<file path="config.mk">
export PLATFORM = sky130hd
export DESIGN_NAME = vend_controller_flat
export DESIGN_NICKNAME = d
export VERILOG_FILES = /design/src/rtl/vend_controller_if.sv /design/src/rtl/vend_controller.sv /design/src/flat_wrapper.sv
export SDC_FILE = /design/constraint.sdc
export NUM_CORES = 1
export LEC_CHECK = 0
export CORE_MARGIN = 5
export CORE_UTILIZATION = 45
export CTS_BUF_LIST = sky130_fd_sc_hd__clkbuf_2
export DETAILED_ROUTE_END_ITERATION = 8
export DONT_BUFFER_PORTS = 1
export GPL_TIMING_DRIVEN = 0
export PLACE_DENSITY_LB_ADDON = 0.05
export SYNTH_ARGS = -nofsm -noshare
export SYNTH_HDL_FRONTEND = slang
export SYNTH_SLANG_ARGS = --single-unit
</file>
<file path="constraint.sdc">
create_clock -name clock -period 2.8 [get_ports clock]
set_input_delay 0.56 -clock clock [delete_from_list [all_inputs] [get_ports clock]]
set_output_delay 0.56 -clock clock [all_outputs]
set_load 0.02 [all_outputs]
</file>
<file path="src/rtl/vend_controller_if.sv">
// Vending controller bus: selection, coin, refund and dispense handshake
// signals between the machine front panel and the controller.
interface vend_controller_if;
    logic [3:0] item_number;
    logic       select;
    logic       nickel_in;
    logic       dime_in;
    logic       cancel;
    logic       dispense_ack;
    logic       dispense;
    logic       nickel_out;
    logic       coin_reject;
    logic       sel_error;
    logic [3:0] credit;
    logic       busy;

    // Front panel / mechanism side
    modport master (
        output item_number, select, nickel_in, dime_in, cancel, dispense_ack,
        input  dispense, nickel_out, coin_reject, sel_error, credit, busy
    );

    // Controller side
    modport slave (
        input  item_number, select, nickel_in, dime_in, cancel, dispense_ack,
        output dispense, nickel_out, coin_reject, sel_error, credit, busy
    );
endinterface

</file>
<file path="src/rtl/vend_controller.sv">
// Vending machine controller: one-hot item select, nickel/dime collection,
// dispense handshake and nickel-by-nickel change return.
// Optional feature: define VEND_CANCEL_EN to let cancel refund credit
// while collecting; otherwise cancel is ignored and REFUND is unreachable.
module vend_controller #(
    parameter int PRICE_1 = 3,
    parameter int PRICE_2 = 4,
    parameter int PRICE_3 = 5,
    parameter int PRICE_4 = 6
) (
    input logic             clock,
    input logic             reset,
    vend_controller_if.slave bus
);
    typedef enum logic [2:0] {IDLE, COLLECT, VEND, CHANGE, REFUND} state_t;

    state_t     state;
    logic [3:0] price;
    logic [3:0] sel_price;
    logic       sel_valid;
    logic       coin;
    logic [3:0] credit_sum;
    logic       cancel_req;

    // Credit can never exceed price+2 (<=15), so the 4-bit sum cannot wrap.
    assign coin       = bus.nickel_in | bus.dime_in;
    assign credit_sum = bus.credit + {2'b00, bus.dime_in, bus.nickel_in};

`ifdef VEND_CANCEL_EN
    assign cancel_req = bus.cancel;
`else
    logic unused_cancel;
    assign unused_cancel = bus.cancel;
    assign cancel_req    = 1'b0;
`endif

    // Decode the one-hot item select into a price; anything else is invalid.
    always_comb begin
        sel_valid = 1'b1;
        sel_price = '0;
        case (bus.item_number)
            4'b0001: sel_price = 4'(PRICE_1);
            4'b0010: sel_price = 4'(PRICE_2);
            4'b0100: sel_price = 4'(PRICE_3);
            4'b1000: sel_price = 4'(PRICE_4);
            default: sel_valid = 1'b0;
        endcase
    end

    // Controller FSM with all outputs registered.
    always_ff @(posedge clock) begin
        if (reset) begin
            state           <= IDLE;
            price           <= '0;
            bus.credit      <= '0;
            bus.dispense    <= 1'b0;
            bus.nickel_out  <= 1'b0;
            bus.coin_reject <= 1'b0;
            bus.sel_error   <= 1'b0;
            bus.busy        <= 1'b0;
        end else begin
            bus.coin_reject <= coin && (state != COLLECT);
            bus.sel_error   <= 1'b0;
            case (state)
                IDLE: begin
                    if (bus.select) begin
                        if (sel_valid) begin
                            price    <= sel_price;
                            state    <= COLLECT;
                            bus.busy <= 1'b1;
                        end else begin
                            bus.sel_error <= 1'b1;
                        end
                    end
                end
                COLLECT: begin
                    // Cancel wins over a paying coin; a coin arriving with
                    // cancel is credited and then refunded with the rest.
                    if (cancel_req) begin
                        bus.credit <= credit_sum;
                        if (credit_sum == 4'd0) begin
                            state    <= IDLE;
                            bus.busy <= 1'b0;
                        end else begin
                            state <= REFUND;
                        end
                    end else if (coin) begin
                        bus.credit <= credit_sum;
                        if (credit_sum >= price) begin
                            state        <= VEND;
                            bus.dispense <= 1'b1;
                        end
                    end
                end
                VEND: begin
                    if (bus.dispense_ack) begin
                        bus.dispense <= 1'b0;
                        bus.credit   <= bus.credit - price;
                        if (bus.credit > price) begin
                            state <= CHANGE;
                        end else begin
                            state    <= IDLE;
                            bus.busy <= 1'b0;
                        end
                    end
                end
                CHANGE, REFUND: begin
                    // One nickel per high cycle, separated by a low cycle.
                    if (!bus.nickel_out) begin
                        bus.nickel_out <= 1'b1;
                        bus.credit     <= bus.credit - 4'd1;
                    end else begin
                        bus.nickel_out <= 1'b0;
                        if (bus.credit == 4'd0) begin
                            state    <= IDLE;
                            bus.busy <= 1'b0;
                        end
                    end
                end
                default: begin
                    state    <= IDLE;
                    bus.busy <= 1'b0;
                end
            endcase
        end
    end
endmodule

</file>
<file path="src/flat_wrapper.sv">
// flat-port wrapper written by rule: the top's interface ports become plain ports
module vend_controller_flat 
#(
    parameter int PRICE_1 = 3,
    parameter int PRICE_2 = 4,
    parameter int PRICE_3 = 5,
    parameter int PRICE_4 = 6
)
  (clock, reset, bus_item_number, bus_select, bus_nickel_in, bus_dime_in, bus_cancel, bus_dispense_ack, bus_dispense, bus_nickel_out, bus_coin_reject, bus_sel_error, bus_credit, bus_busy);
  vend_controller_if bus_i ();
  input logic clock;
  input logic reset;
  input wire logic [$bits(bus_i.item_number)-1:0] bus_item_number;
  input wire logic [$bits(bus_i.select)-1:0] bus_select;
  input wire logic [$bits(bus_i.nickel_in)-1:0] bus_nickel_in;
  input wire logic [$bits(bus_i.dime_in)-1:0] bus_dime_in;
  input wire logic [$bits(bus_i.cancel)-1:0] bus_cancel;
  input wire logic [$bits(bus_i.dispense_ack)-1:0] bus_dispense_ack;
  output wire logic [$bits(bus_i.dispense)-1:0] bus_dispense;
  output wire logic [$bits(bus_i.nickel_out)-1:0] bus_nickel_out;
  output wire logic [$bits(bus_i.coin_reject)-1:0] bus_coin_reject;
  output wire logic [$bits(bus_i.sel_error)-1:0] bus_sel_error;
  output wire logic [$bits(bus_i.credit)-1:0] bus_credit;
  output wire logic [$bits(bus_i.busy)-1:0] bus_busy;
  assign bus_i.item_number = bus_item_number;
  assign bus_i.select = bus_select;
  assign bus_i.nickel_in = bus_nickel_in;
  assign bus_i.dime_in = bus_dime_in;
  assign bus_i.cancel = bus_cancel;
  assign bus_i.dispense_ack = bus_dispense_ack;
  assign bus_dispense = bus_i.dispense;
  assign bus_nickel_out = bus_i.nickel_out;
  assign bus_coin_reject = bus_i.coin_reject;
  assign bus_sel_error = bus_i.sel_error;
  assign bus_credit = bus_i.credit;
  assign bus_busy = bus_i.busy;
  vend_controller #(.PRICE_1(PRICE_1), .PRICE_2(PRICE_2), .PRICE_3(PRICE_3), .PRICE_4(PRICE_4)) u_core (.clock(clock), .reset(reset), .bus(bus_i));
endmodule
</file>
# Word-level counts from Yosys, hierarchy flattened
# Index checks and enable logic that the tools add are counted.
# totals
regBits	16
input_bits	11
out_inout_bits	9
# classes
add_sub_neg	3
order_cmp	2
eq_ne	18
mux	28
bitwise_logic	4
n_reduce_logical	13
# ops
op	count
case mux 3 bit (4 select lines)	2
two-way mux 3 bit	7
AND reduction 7 bit	2
two-way mux 1 bit	12
two-way mux 4 bit	3
case mux 4 bit (3 select lines)	1
inequality test 2 x 1 -> 1 bit, second input constant	5
inequality test 2 bit, second input constant	4
AND reduction 4 bit	2
== test 3 x 2 -> 1 bit, second input constant	2
adder 4 x 2 -> 4 bit	1
== test 4 x 1 -> 1 bit, second input constant	1
== test 4 x 2 -> 1 bit, second input constant	1
== test 4 x 3 -> 1 bit, second input constant	1
== test 4 bit, second input constant	1
greater-or-equal comparator 4 bit	1
> comparator 4 bit	1
logical NOT 4 bit	1
case mux 1 bit (4 select lines)	1
OR reduction 4 bit	1
subtractor 4 x 1 -> 4 bit, second input constant	1
subtractor 4 bit	1
== test 3 x 1 -> 1 bit, second input constant	1
== test 3 bit, second input constant	1
12 further kinds	14

# Logic depth before layout (Yosys ltp)
# depth
word_depth	6
ltp_mapped	9

# Worst setup path before layout
# OpenSTA, ideal clock, no wires.
# synth_path
kind	input to register
start	input port bus_nickel_in
end	register u_core.state[0]
t_arrival_ps	2089
path_slack_ps	633
stages	8
path_cell_list	ha_1 -> fa_1 -> xor2_1 -> ha_1 -> inv_1 -> o21ai_1 -> o311a_1 -> nor3_1
# synth_via
elab_chain_len	4
elab_cells_between_ends	6
cone_classes	add/sub: 1; order compare: 1; eq/ne: 2; bitwise: 1; reduce/logical: 1
# synth_rtl
item	line	source
start, declared	flat_wrapper.sv:15	input wire logic [$bits(bus_i.nickel_in)-1:0] bus_nickel_in;
adder 4 x 2 -> 4 bit	vend_controller.sv:27	assign credit_sum = bus.credit + {2'b00, bus.dime_in, bus.nickel_in};
greater-or-equal comparator 4 bit	vend_controller.sv:89	if (credit_sum >= price) begin
inequality test 2 x 1 -> 1 bit (no source line)	--	
AND reduction 7 bit (no source line) *	--	
end signal, assigned	vend_controller.sv:85	state <= REFUND;
end signal, assigned	vend_controller.sv:90	state <= VEND;
end signal, assigned	vend_controller.sv:100	state <= CHANGE;
end, declared	vend_controller.sv:17	state_t state;
# Every way passes the cells marked *; elsewhere a longest branch is shown, timed or not.
# A chain may end at the register's enable or synchronous reset.

# Worst setup path after layout
# layout_path
start	register u_core.bus.credit[0]
end	register u_core.state[0]
# layout_via
elab_chain_len	4
elab_cells_between_ends	10
cone_classes	add/sub: 1; order compare: 2; eq/ne: 2; mux: 3; reduce/logical: 2
# layout_rtl
item	line	source
start, declared	vend_controller_if.sv:26	output dispense, nickel_out, coin_reject, sel_error, credit, busy
start signal, assigned	vend_controller.sv:80	bus.credit <= credit_sum;
start signal, assigned	vend_controller.sv:88	bus.credit <= credit_sum;
start signal, assigned	vend_controller.sv:98	bus.credit <= bus.credit - price;
adder 4 x 2 -> 4 bit or > comparator 4 bit (tied branches)	vend_controller.sv:27, vend_controller.sv:99	
greater-or-equal comparator 4 bit or two-way mux 2 bit (tied branches)	vend_controller.sv:89, vend_controller.sv:99	
inequality test 2 x 1 -> 1 bit (no source line) or two-way mux 3 bit (tied branches)	--	
AND reduction 7 bit (no source line) or case mux 3 bit (4 select lines) (tied branches)	--	
# Several ways; a longest one is shown, not always the timed one. The select of a mux whose other input is x is not followed.

==> flow_summary_export.csv <==
group,metric,value,unit
final_layout,antenna_cells,0,
placed_design,placement.cell_area,1190,um2
routing,drtAntennaViolNets,0,
sta,timing.final.max_slew_violations,0,
clock_network,clk_latency,0.29,ns
global_routing,overflow,0,
sta,timing.final.crit_period,2.33,ns
global_routing,grt_start_max_net_pins,11,
worst_setup_path,crit_path_top_cell_by_count,"sky130_fd_sc_hd__ha_1",
sta,grt_setup_unrepaired,"no",
clock_network,clkSinkCount,14,
global_routing,grt_pass1_wl,4230,um
floorplanning,dieHeight,60.7,um
routing,vias,1006,
final_layout,fill_cells,249,
clock_network,clk_root_buffer_cell,"sky130_fd_sc_hd__clkbuf_2",
placed_design,dp_hpwl,1970,um
floorplanning,placement_rows,18,
clock_network,h-tree-depth,1,
sta,slew_headroom,64.6,%
sta,finalHoldViolations,0,
placed_design,place_congestion,0.780,
worst_setup_path,critPathCaptureType,"register",
clock_network,cts_max_path_buffers,2,
routing,drtIter0Drc,46,
power_and_ir_drop,p_per_area,426,nW/um2
final_layout,layout.cells.most_common,"sky130_fd_sc_hd__dfxtp_1",
power_and_ir_drop,leakage,0.467,nW
final_layout,multi_input_comb_area,790,um2
final_layout,final_cell_mix,"14 x sky130_fd_sc_hd__dfxtp_1, 13 x sky130_fd_sc_hd__nor2_1, 10 x sky130_fd_sc_hd__ha_1",
synth,synthFlopType,"sky130_fd_sc_hd__dfxtp_1",
synth,yosys_register_bits,14,
final_layout,combined_flip_flop_and_latch_cell_area,280,um2
global_routing,grt_usage,15.2,%
sta,tightestPinTransition,0.531,ns
worst_setup_path,slowest_stage,"sky130_fd_sc_hd__dfxtp_1",
sta,setup_viol_count_final,0,
routing,detail_route.vias_per_cell,5.72,
run,max-cap-violations,0,
placed_design,detailedPlace.worstSlack,0.489,ns
floorplanning,core_area,2480,um2
power_and_ir_drop,peakVddDrop,329,uV
sta,post-route-period-util,83.3,%
routing,drtPass1Iterations,4,
final_layout,design.final.nets,170,
clock_network,clk_pin_slew,0.15,ns
floorplanning,start_util,46.6,%
final_layout,stdcell_area,1210,um2
final_layout,area_delta_synth_final,4.88,%
routing,routedWlPerCell,14.4,um
sta,timing.fmax,0.429,GHz
clock_network,numCtsBuffers,3,
worst_setup_path,worstPathMaxFanout,6,
sta,fin_ws,0.468,ns
synth,syn-cell-area,1150,um2
synth,syn-instance-count,142,
worst_setup_path,timing.setup.critical_path_class,"reg -> reg",
worst_setup_path,critPathRequiredTime,3.03,ns
clock_network,cts_hold_buf,0,
sta,setup-tns-final,0,ns
hold_path,min_path_type,"in -> reg",
floorplanning,dieArea,3680,um2
clock_network,clock_tree_from_tritoncts,"built",
synth,yosys.cell_types.count,43,
routing,detail_route.drc_violations,0,
synth,syn_area_per_cell,8.13,um2
clock_network,post_cts.resized_instances,0,
floorplanning,io_pins,20,
sta,fin_clk_skew,0.00948,ns
worst_setup_path,path_cells,"ha_1, fa_1, ha_1, a21oi_1, o21ai_1, o311a_1, nor3_1",
worst_setup_path,timing.critical_path.from_type,"register",
clock_network,postCtsSetupBuffers,0,
routing,total_routed_wirelength,2530,um
worst_setup_path,worst-endpoint-arrival,2.56,ns
synth,synth_edf_count,0,
synth,ys_warn_count,0,
global_routing,grt_pass1_vias,913,
global_routing,antenna_found_initial,0,
final_layout,drive_above_1_share,8.90,%
synth,async_reset_ff_share,0,%
worst_setup_path,cpPeakStageDelay,0.57,ns
floorplanning,die_w,60.7,um
placed_design,placement.io_buffers,0,
status,run_status,"finished clean",
synth,synth.net_count,165,
synth,seq_area_frac_synth,24.3,%
[through the flow]
step / hold slack [ns] / utilization (%) / instances / power [mW]
5_1_grt: 0.307 / 48.9 / 176 / 0.558
3_3_place_gp: 0.483 / 48.1 / 172 / 0.417
3_5_place_dp: 0.496 / 48.1 / 172 / 0.418
6_report: 0.333 / 48.9 / 176 / 0.516
2_1_floorplan: 0.467 / - / 142 / 0.381
4_1_cts: 0.319 / 48.9 / 176 / 0.522
[layer usage]
metal | global-route usage, % | routed length, um | up-vias
li1 | - | - | 512
met1 | 20.6 | 1180 | 463
met2 | 23.8 | 1170 | 29
met3 | 4.89 | 168 | 2
met5 | 0 | 0 | -
met4 | 3.10 | 10 | 0
[sequential cells by signal, summed over array words and instances (netlist names)]
name and flops:
u_core.bus.dispense 1, u_core.price 3, u_core.bus.sel_error 1, u_core.bus.nickel_out 1
u_core.bus.coin_reject 1, u_core.bus.credit 4, u_core.bus.busy 1, u_core.state 2
[synth_stat cells (all sizes together), types with 2 or more instances]
master  instances  area [um2]
xnor2           4        35.0
xor2            5        43.8
fa              2        40.0
buf             7        43.8
a21oi           9        45.0
a211oi          2        20.0
nor2b           5        31.3
nand2b          6        37.5
a31o            2        17.5
mux2i           2        20.0
nand2           8        30.0
o21ai           8        40.0
nor2           13        48.8
clkbuf          2        7.51
a31oi           2        27.5
inv             9        33.8
nand3           3        15.0
a221oi          3        26.3
dfxtp          14         280
ha             10         125
nor3            8        40.0
a21o            2        15.0
[critical path, delay by kind of cell, from the launching register on]
family,cells,cell delay (ns)
adders and majority gates,3,0.97
AOI/OAI and AO/OA,3,0.58
DFF,1,0.57
and+or+nand+nor,1,0.15
[where the power goes]
group          total, mW  internal [mW]  switching [mW]
clock              0.102         0.0310          0.0707
combinational      0.175         0.0755          0.0994
sequential         0.240          0.213          0.0264
[logic make-up (layout without fill, tap and decap cells)]
| kind of cell | count (synthesis) | count (layout) | synth area share, % |
|---|---|---|---|
| and+or+nand+nor | 49 | 49 | 21.6 |
| AOI/OAI and AO/OA | 38 | 38 | 23.9 |
| buffers and inverters | 18 | 22 | 7.37 |
| DFF | 14 | 14 | 24.3 |
| adders and majority gates | 12 | 12 | 14.3 |
| xor gates and xnor gates | 9 | 9 | 6.83 |
| muxes | 2 | 2 | 1.73 |
[area by class of cell]
cell class / count / area share, %
flip-flops and latches: 14 / 23.1
multi-input cells: 110 / 65.2
clock buffers: 3 / 1.24
well taps: 30 / 3.10
inverters: 9 / 2.79
clock inverters: 1 / 0.310
plain buffers: 9 / 4.24
[worst paths after layout]
kind	startpoint	end	slack [ns]	cells after the start
setup / recovery	u_core.bus.credit[0]	u_core.state[0]	0.47	7
hold / removal	reset	u_core.price[2]	0.33	1
setup reg to reg	u_core.bus.credit[0]	u_core.state[0]	0.47	7
hold reg to reg	u_core.price[2]	u_core.price[2]	0.51	2
Note: power is estimated with default switching activity, not from simulation.
